### src/rtl/dp_tap_ctrl.sv
// JTAG TAP controller for the debug boundary-scan chain: 16-state TAP FSM, IR,
// bypass and IDCODE registers, chain control generation and registered TDO.
module dp_tap_ctrl #(
  parameter int          IR_W       = 4,
  parameter logic [31:0] IDCODE_VAL = 32'h1000_0001
) (
  input  logic       iclk,
  input  logic       ireset,
  input  logic       tck_en,
  input  logic       tms,
  input  logic       tdi,
  output logic       tdo,
  output logic       tdo_en,
  output logic       bsr_sdi,
  input  logic       bsr_sdo,
  output logic       mode,
  output logic       shift_dr,
  output logic       clk_dr,
  output logic       update_dr,
  output logic [3:0] state
);

  typedef enum logic [3:0] {
    TLR    = 4'd0,  RTI    = 4'd1,  SEL_DR = 4'd2,  CAP_DR = 4'd3,
    SH_DR  = 4'd4,  EX1_DR = 4'd5,  PAU_DR = 4'd6,  EX2_DR = 4'd7,
    UPD_DR = 4'd8,  SEL_IR = 4'd9,  CAP_IR = 4'd10, SH_IR  = 4'd11,
    EX1_IR = 4'd12, PAU_IR = 4'd13, EX2_IR = 4'd14, UPD_IR = 4'd15
  } tap_state_t;

  localparam logic [IR_W-1:0] IR_EXTEST  = '0;
  localparam logic [IR_W-1:0] IR_SAMPLE  = IR_W'(1);
  localparam logic [IR_W-1:0] IR_IDCODE  = IR_W'(2);
  localparam logic [IR_W-1:0] IR_CAPTURE = IR_W'(1);

  tap_state_t        r_state;
  tap_state_t        w_next;
  logic [IR_W-1:0]   r_ir;
  logic [IR_W-1:0]   r_ir_sh;
  logic              r_bypass;
  logic [31:0]       r_idcode;
  logic              r_tdo;
  logic              r_tdo_en;
  logic              w_sel_bsr;
  logic              w_sel_id;
  logic              w_sel_byp;
  logic              w_dr_bit0;

  // Data register selection from the active instruction; unknown codes fall to bypass
  assign w_sel_bsr = (r_ir == IR_EXTEST) || (r_ir == IR_SAMPLE);
  assign w_sel_id  = (r_ir == IR_IDCODE);
  assign w_sel_byp = !w_sel_bsr && !w_sel_id;
  assign w_dr_bit0 = w_sel_bsr ? bsr_sdo : (w_sel_id ? r_idcode[0] : r_bypass);

  always_ff @(posedge iclk) begin
    if (ireset) begin
      r_state <= TLR;
    end else if (tck_en) begin
      r_state <= w_next;
    end
  end

  always_comb begin
    w_next = r_state;
    case (r_state)
      TLR:     w_next = tms ? TLR    : RTI;
      RTI:     w_next = tms ? SEL_DR : RTI;
      SEL_DR:  w_next = tms ? SEL_IR : CAP_DR;
      CAP_DR:  w_next = tms ? EX1_DR : SH_DR;
      SH_DR:   w_next = tms ? EX1_DR : SH_DR;
      EX1_DR:  w_next = tms ? UPD_DR : PAU_DR;
      PAU_DR:  w_next = tms ? EX2_DR : PAU_DR;
      EX2_DR:  w_next = tms ? UPD_DR : SH_DR;
      UPD_DR:  w_next = tms ? SEL_DR : RTI;
      SEL_IR:  w_next = tms ? TLR    : CAP_IR;
      CAP_IR:  w_next = tms ? EX1_IR : SH_IR;
      SH_IR:   w_next = tms ? EX1_IR : SH_IR;
      EX1_IR:  w_next = tms ? UPD_IR : PAU_IR;
      PAU_IR:  w_next = tms ? EX2_IR : PAU_IR;
      EX2_IR:  w_next = tms ? UPD_IR : SH_IR;
      UPD_IR:  w_next = tms ? SEL_DR : RTI;
      default: w_next = TLR;
    endcase
  end

  // Chain pulses are gated by tck_en so cells act on the same iclk edge as the TAP
  always_comb begin
    state     = r_state;
    bsr_sdi   = tdi;
    mode      = (r_ir == IR_EXTEST);
    shift_dr  = (r_state == SH_DR);
    clk_dr    = tck_en && w_sel_bsr && ((r_state == CAP_DR) || (r_state == SH_DR));
    update_dr = tck_en && w_sel_bsr && (r_state == UPD_DR);
    tdo       = r_tdo;
    tdo_en    = r_tdo_en;
  end

  always_ff @(posedge iclk) begin
    if (ireset) begin
      r_ir     <= IR_IDCODE;
      r_ir_sh  <= '0;
      r_bypass <= 1'b0;
      r_idcode <= IDCODE_VAL;
      r_tdo    <= 1'b0;
      r_tdo_en <= 1'b0;
    end else if (tck_en) begin
      r_tdo_en <= (w_next == SH_IR) || (w_next == SH_DR);

      if (r_state == SH_IR) begin
        r_tdo <= r_ir_sh[0];
      end else if (r_state == SH_DR) begin
        r_tdo <= w_dr_bit0;
      end

      if (r_state == CAP_IR) begin
        r_ir_sh <= IR_CAPTURE;
      end else if (r_state == SH_IR) begin
        r_ir_sh <= {tdi, r_ir_sh[IR_W-1:1]};
      end

      // TLR entry overrides any pending instruction update
      if (w_next == TLR) begin
        r_ir <= IR_IDCODE;
      end else if (r_state == UPD_IR) begin
        r_ir <= r_ir_sh;
      end

      if (r_state == CAP_DR) begin
        r_idcode <= IDCODE_VAL;
        if (w_sel_byp) begin
          r_bypass <= 1'b0;
        end
      end else if (r_state == SH_DR) begin
        if (w_sel_id) begin
          r_idcode <= {tdi, r_idcode[31:1]};
        end
        if (w_sel_byp) begin
          r_bypass <= tdi;
        end
      end
    end
  end

endmodule

### config.mk
export PLATFORM = sky130hd
export DESIGN_NAME = dp_tap_ctrl
export DESIGN_NICKNAME = d
export VERILOG_FILES = /design/src/rtl/dp_tap_ctrl.sv
export SDC_FILE = /design/constraint.sdc
export NUM_CORES = 1
export LEC_CHECK = 0
export ABC_AREA = 1
export CORE_UTILIZATION = 60
export CTS_BUF_LIST = sky130_fd_sc_hd__clkbuf_8 sky130_fd_sc_hd__clkbuf_16
export DETAILED_ROUTE_END_ITERATION = 8
export GPL_ROUTABILITY_DRIVEN = 1
export PLACE_DENSITY = 0.92
export SETUP_SLACK_MARGIN = 0.02
export SLEW_MARGIN = 20
export SYNTH_ARGS = -nofsm -noshare
export SYNTH_HDL_FRONTEND = slang
export SYNTH_SLANG_ARGS = --single-unit
### constraint.sdc
create_clock -name iclk -period 3.82 [get_ports iclk]
set_input_delay 0.573 -clock iclk [delete_from_list [all_inputs] [get_ports iclk]]
set_output_delay 0.573 -clock iclk [all_outputs]
set_load 0.02 [all_outputs]
Word level (Yosys, flattened, before mapping)

Cells that the tools add are included.

Equality and inequality tests: 19
Mux-type cells: 28
Reductions and logical operators: 25

Operators with widths:

| cell                 | number |
|---|---|
| $mux W32             | 3 |
| $pmux W4 S12         | 1 |
| $eq A4 B4 Y1 const B | 9 |
| $mux W4              | 8 |
| $eq A4 B3 Y1 const B | 5 |
| $eq A4 B2 Y1 const B | 3 |
| $logic_not A4 Y1     | 3 |
| $mux W1              | 11 |
| $reduce_bool A2 Y1   | 5 |
| $eq A4 B1 Y1 const B | 2 |
| $mux W2              | 3 |
| $mux W3              | 2 |
| $reduce_and A2 Y1    | 3 |
| $reduce_and A3 Y1    | 2 |
| $logic_and A1 B1 Y1  | 4 |
| $reduce_or A2 Y1     | 2 |
| $logic_or A1 B1 Y1   | 3 |
| $reduce_or A3 Y1     | 1 |
| $logic_not A1 Y1     | 2 |

Bits in registers: 47
Input port bits: 6
Output and inout bits: 11
Word-level logic and storage cells: 79

Longest topological paths before layout

Word-level depth: 7
Depth in mapped cells: 14
Gate-level depth less buffers: 13

Worst setup path after synthesis

OpenSTA, ideal clock, no wires.

Path type: input -> output
From: input tck_en
To: output update_dr
Arrival time: 1.390 ns
Required time: 3.247 ns
Setup slack: 1.857 ns
Stages: 2
Path buffers: 0
Path through: inv_1 -> nor4_1

Word-level cells in the longest chain between the ends: 2

RTL lines:

| element                           | line | text |
|---|---|---|
| start, declared                   | 9    | `input logic tck_en,` |
| $logic_and A1 B1 Y1 (2 in series) | 92   | `update_dr = tck_en && w_sel_bsr && (r_state == UPD_DR);` |
| end, declared                     | 19   | `output logic update_dr,` |

Every way passes these cells.

Worst setup path in the final report

From: register r_state[0] (netlist: state[0])
To: output clk_dr

Word-level cells in the longest chain between the ends: 3
Elaborated cells between the ends (all ways): 4
Classes of those cells: eq/ne: 2; reduce/logical: 2

RTL lines:

| element                                             | line | text |
|---|---|---|
| start, declared                                     | 35   | `tap_state_t r_state;` |
| start signal, assigned                              | 58   | `r_state <= w_next;` |
| $eq A4 B2 Y1 / $eq A4 B3 Y1 (equally long branches) | 91   | `clk_dr = tck_en && w_sel_bsr && ((r_state == CAP_DR) \|\| (r_state == SH_DR));` |
| $logic_or A1 B1 Y1 (*)                              | 91   |  |
| $logic_and A1 B1 Y1 (*)                             | 91   |  |
| end, declared                                       | 18   | `output logic clk_dr,` |

Every way passes the cells marked *; elsewhere a longest branch is shown, timed or not.

==> metrics <==
status completed; Final GP Congestion 1.01; clk slew on worst S/H paths 90 ps; GRT met3 Usage under 10%; initial antenna violation count 0; post-DP HPWL ~3000 um; mux share of post-synthesis cell area 0%; total global-route track usage between 20% and 30%; Starting DRT DRC Count between 150 and 200; clock sink count 47; Max FO, Critical Path 33; largest family of logic cells by synthesized area simple AND/OR/NAND/NOR gates; GR peak layer met2; GRT overflow 0; area grow syn2layout 10.9%; final WL 4730 um; number of global-route vias before repair approximately 1900; most common cell after layout, fill and taps aside nand2_1; setup bufs post-CTS 0; Final Hold Fails 0; clk_skew roughly 4.6 ps; Post-CTS Resized 0; Max Cap Viol 0; first-pass GRT wire length 8180 um; synthesis-stage register bit count 47; Avg Cell Area, Syn slightly above 7 um2; # IOs 17; pin count of the biggest net entering global routing 34; # rows 21; Syn. warnings 0; die height 63.1 um; Total Die Area ~4000 um2; routing usage on met1 between 30% and 40%; die width roughly 63 um; PD cells 416 nW/um2; adder-cell share of the synthesized area 0%; nets@finish between 300 and 400; leakage power 0.00101 uW; clk_lat worst skew roughly 300 ps; Seq/Total Area, Yosys between 40% and 50%; synthesized area 2240 um2; post-synth net total around 320; via count normalized by instance count around 5.6; commonest cells after routing, fill and taps aside nand2_1 (85), dfxtp_1 (47), a21oi_1 (41), nand3_1 (41), nor2_1 (25); worst hold stages 2; Post-Syn Instances around 320; grt met2 use 41.8%; n_diodes 0; Worst EP arrival between 2000 and 2500 ps; CP required 3250 ps; post-synthesis compound-gate area fraction roughly 15%; Root Driver clkbuf_8; vias post-DR 2089; Starting Density 64.7%; R2R cell count 9; CTS tree yes; Final setup violation count 0; Slew Viols, Final 0; CTS Hold Buffers Added 0; CTS max path bufs 2; Synth Area in Simple Gates ~34%; ratio of final minimum period to clock period ~75%; drc violations 0; maximum vdd drop 0.220 mV; Hold Crit Class register to register; Crit Path Category register to output port; Startpoint Class register; Synth cell types 29; post-route ant nets 0; max_slew headroom a little under two thirds; core area roughly 3500 um2; fmax about 0.35 GHz; Worst Setup End Kind output port; Slew @ Worst Pin around 550 ps; RSZ-0062 raised after global routing no; H-tree depth 2; layout cells sized above 1 a little over 10%; post-layout util 71.8%; fin crit period about 2900 ps; Pre-Repair DR Iteration Count 5; routed len/inst around 13 um; IO buf count 16; power after layout approximately 1000 uW; Setup TNS Final 0 ps; Num CTS Buffers 5; Post-Synth XOR/XNOR Area 0%
==> sequential cells by signal, summed over array words and instances, names as in the netlist <==
signal,flops
r_bypass,1
r_idcode,32
r_ir,4
r_ir_sh,4
state,4
tdo,1
tdo_en,1
==> worst max-delay path: stages, from the launching register on <==
cell and delay (ps):
dfxtp_1 510, nand2_1 140, inv_2 120, nand2_4 220, nand2_1 210, nand2_2 90, nor2_1 100, clkdlybuf4s50_1 600
==> cell families after synthesis <==
group	Yosys count
and+or+nand+nor	168
AOI/OAI and AO/OA	58
DFF	47
buffers and inverters	45
==> synth_stat cells <==
cell,n,area [um2]
clkbuf_1,7,26.3
a211oi_1,1,7.51
a21oi_4,2,32.5
inv_2,7,26.3
nor2_1,25,93.8
a21oi_1,41,205
nor2_4,1,11.3
o221ai_1,1,8.76
buf_6,6,67.6
inv_1,21,78.8
o21ai_1,3,15.0
dfxtp_1,47,941
nand3_1,41,205
o21a_1,1,7.51
nand2_2,3,18.8
nand2_4,2,22.5
nand2_1,85,319
nand3b_1,1,7.51
o211ai_1,1,7.51
nor2_2,5,31.3
buf_2,3,15.0
nand3_4,1,17.5
o21ai_0,6,30.0
nand3_2,1,10.0
nor3_1,1,5.00
nand4_1,1,6.26
a31oi_1,2,12.5
nor4_1,1,6.26
buf_4,1,7.51
==> layout make-up <==
cell class | count | area, um2
clock buffer | 6 | 82.6
clock inverter | 2 | 38.8
fill | 298 | 980
inverter | 28 | 105
multi-input combinational | 226 | 1080
sequential | 47 | 941
tap | 46 | 57.6
timing repair buffer | 19 | 183
==> per-layer routing <==
metal,share of wire (%),up-vias
met2,49,69
met4,2.4,0
met3,6.2,16
met5,0,-
li1,-,1050
met1,43,954
==> final timing paths <==
| path | startpoint | endpoint | slack, ps |
|---|---|---|---|
| max | state[0]$_SDFFE_PP0P_ | clk_dr | 940 |
| min | r_idcode[28]$_SDFFE_PP1P_ | r_idcode[28]$_SDFFE_PP1P_ | 470 |
| max reg2reg | state[0]$_SDFFE_PP0P_ | r_idcode[29]$_SDFFE_PP0P_ | 1460 |
| min reg2reg | r_idcode[28]$_SDFFE_PP1P_ | r_idcode[28]$_SDFFE_PP1P_ | 470 |
==> stage by stage <==
| stage | hold slack, ps | cells | instance area (um2) | setup slack (ps) |
|---|---|---|---|---|
| global route | 483 | 374 | 2490 | 773 |
| finish | 470 | 374 | 2490 | 942 |
| CTS | 469 | 374 | 2490 | 934 |
| detailed placement | 446 | 366 | 2370 | 1110 |
| global placement | 445 | 366 | 2370 | 1120 |
| floorplan | 429 | 318 | 2240 | 1860 |
==> power by group <==
group / total (uW) / internal [uW] / switching [uW]
Sequential: 509 / 499 / 9.39
Clock: 386 / 215 / 171
Combinational: 141 / 48.6 / 92.8
No activity file was read; power rests on OpenSTA's default activity.
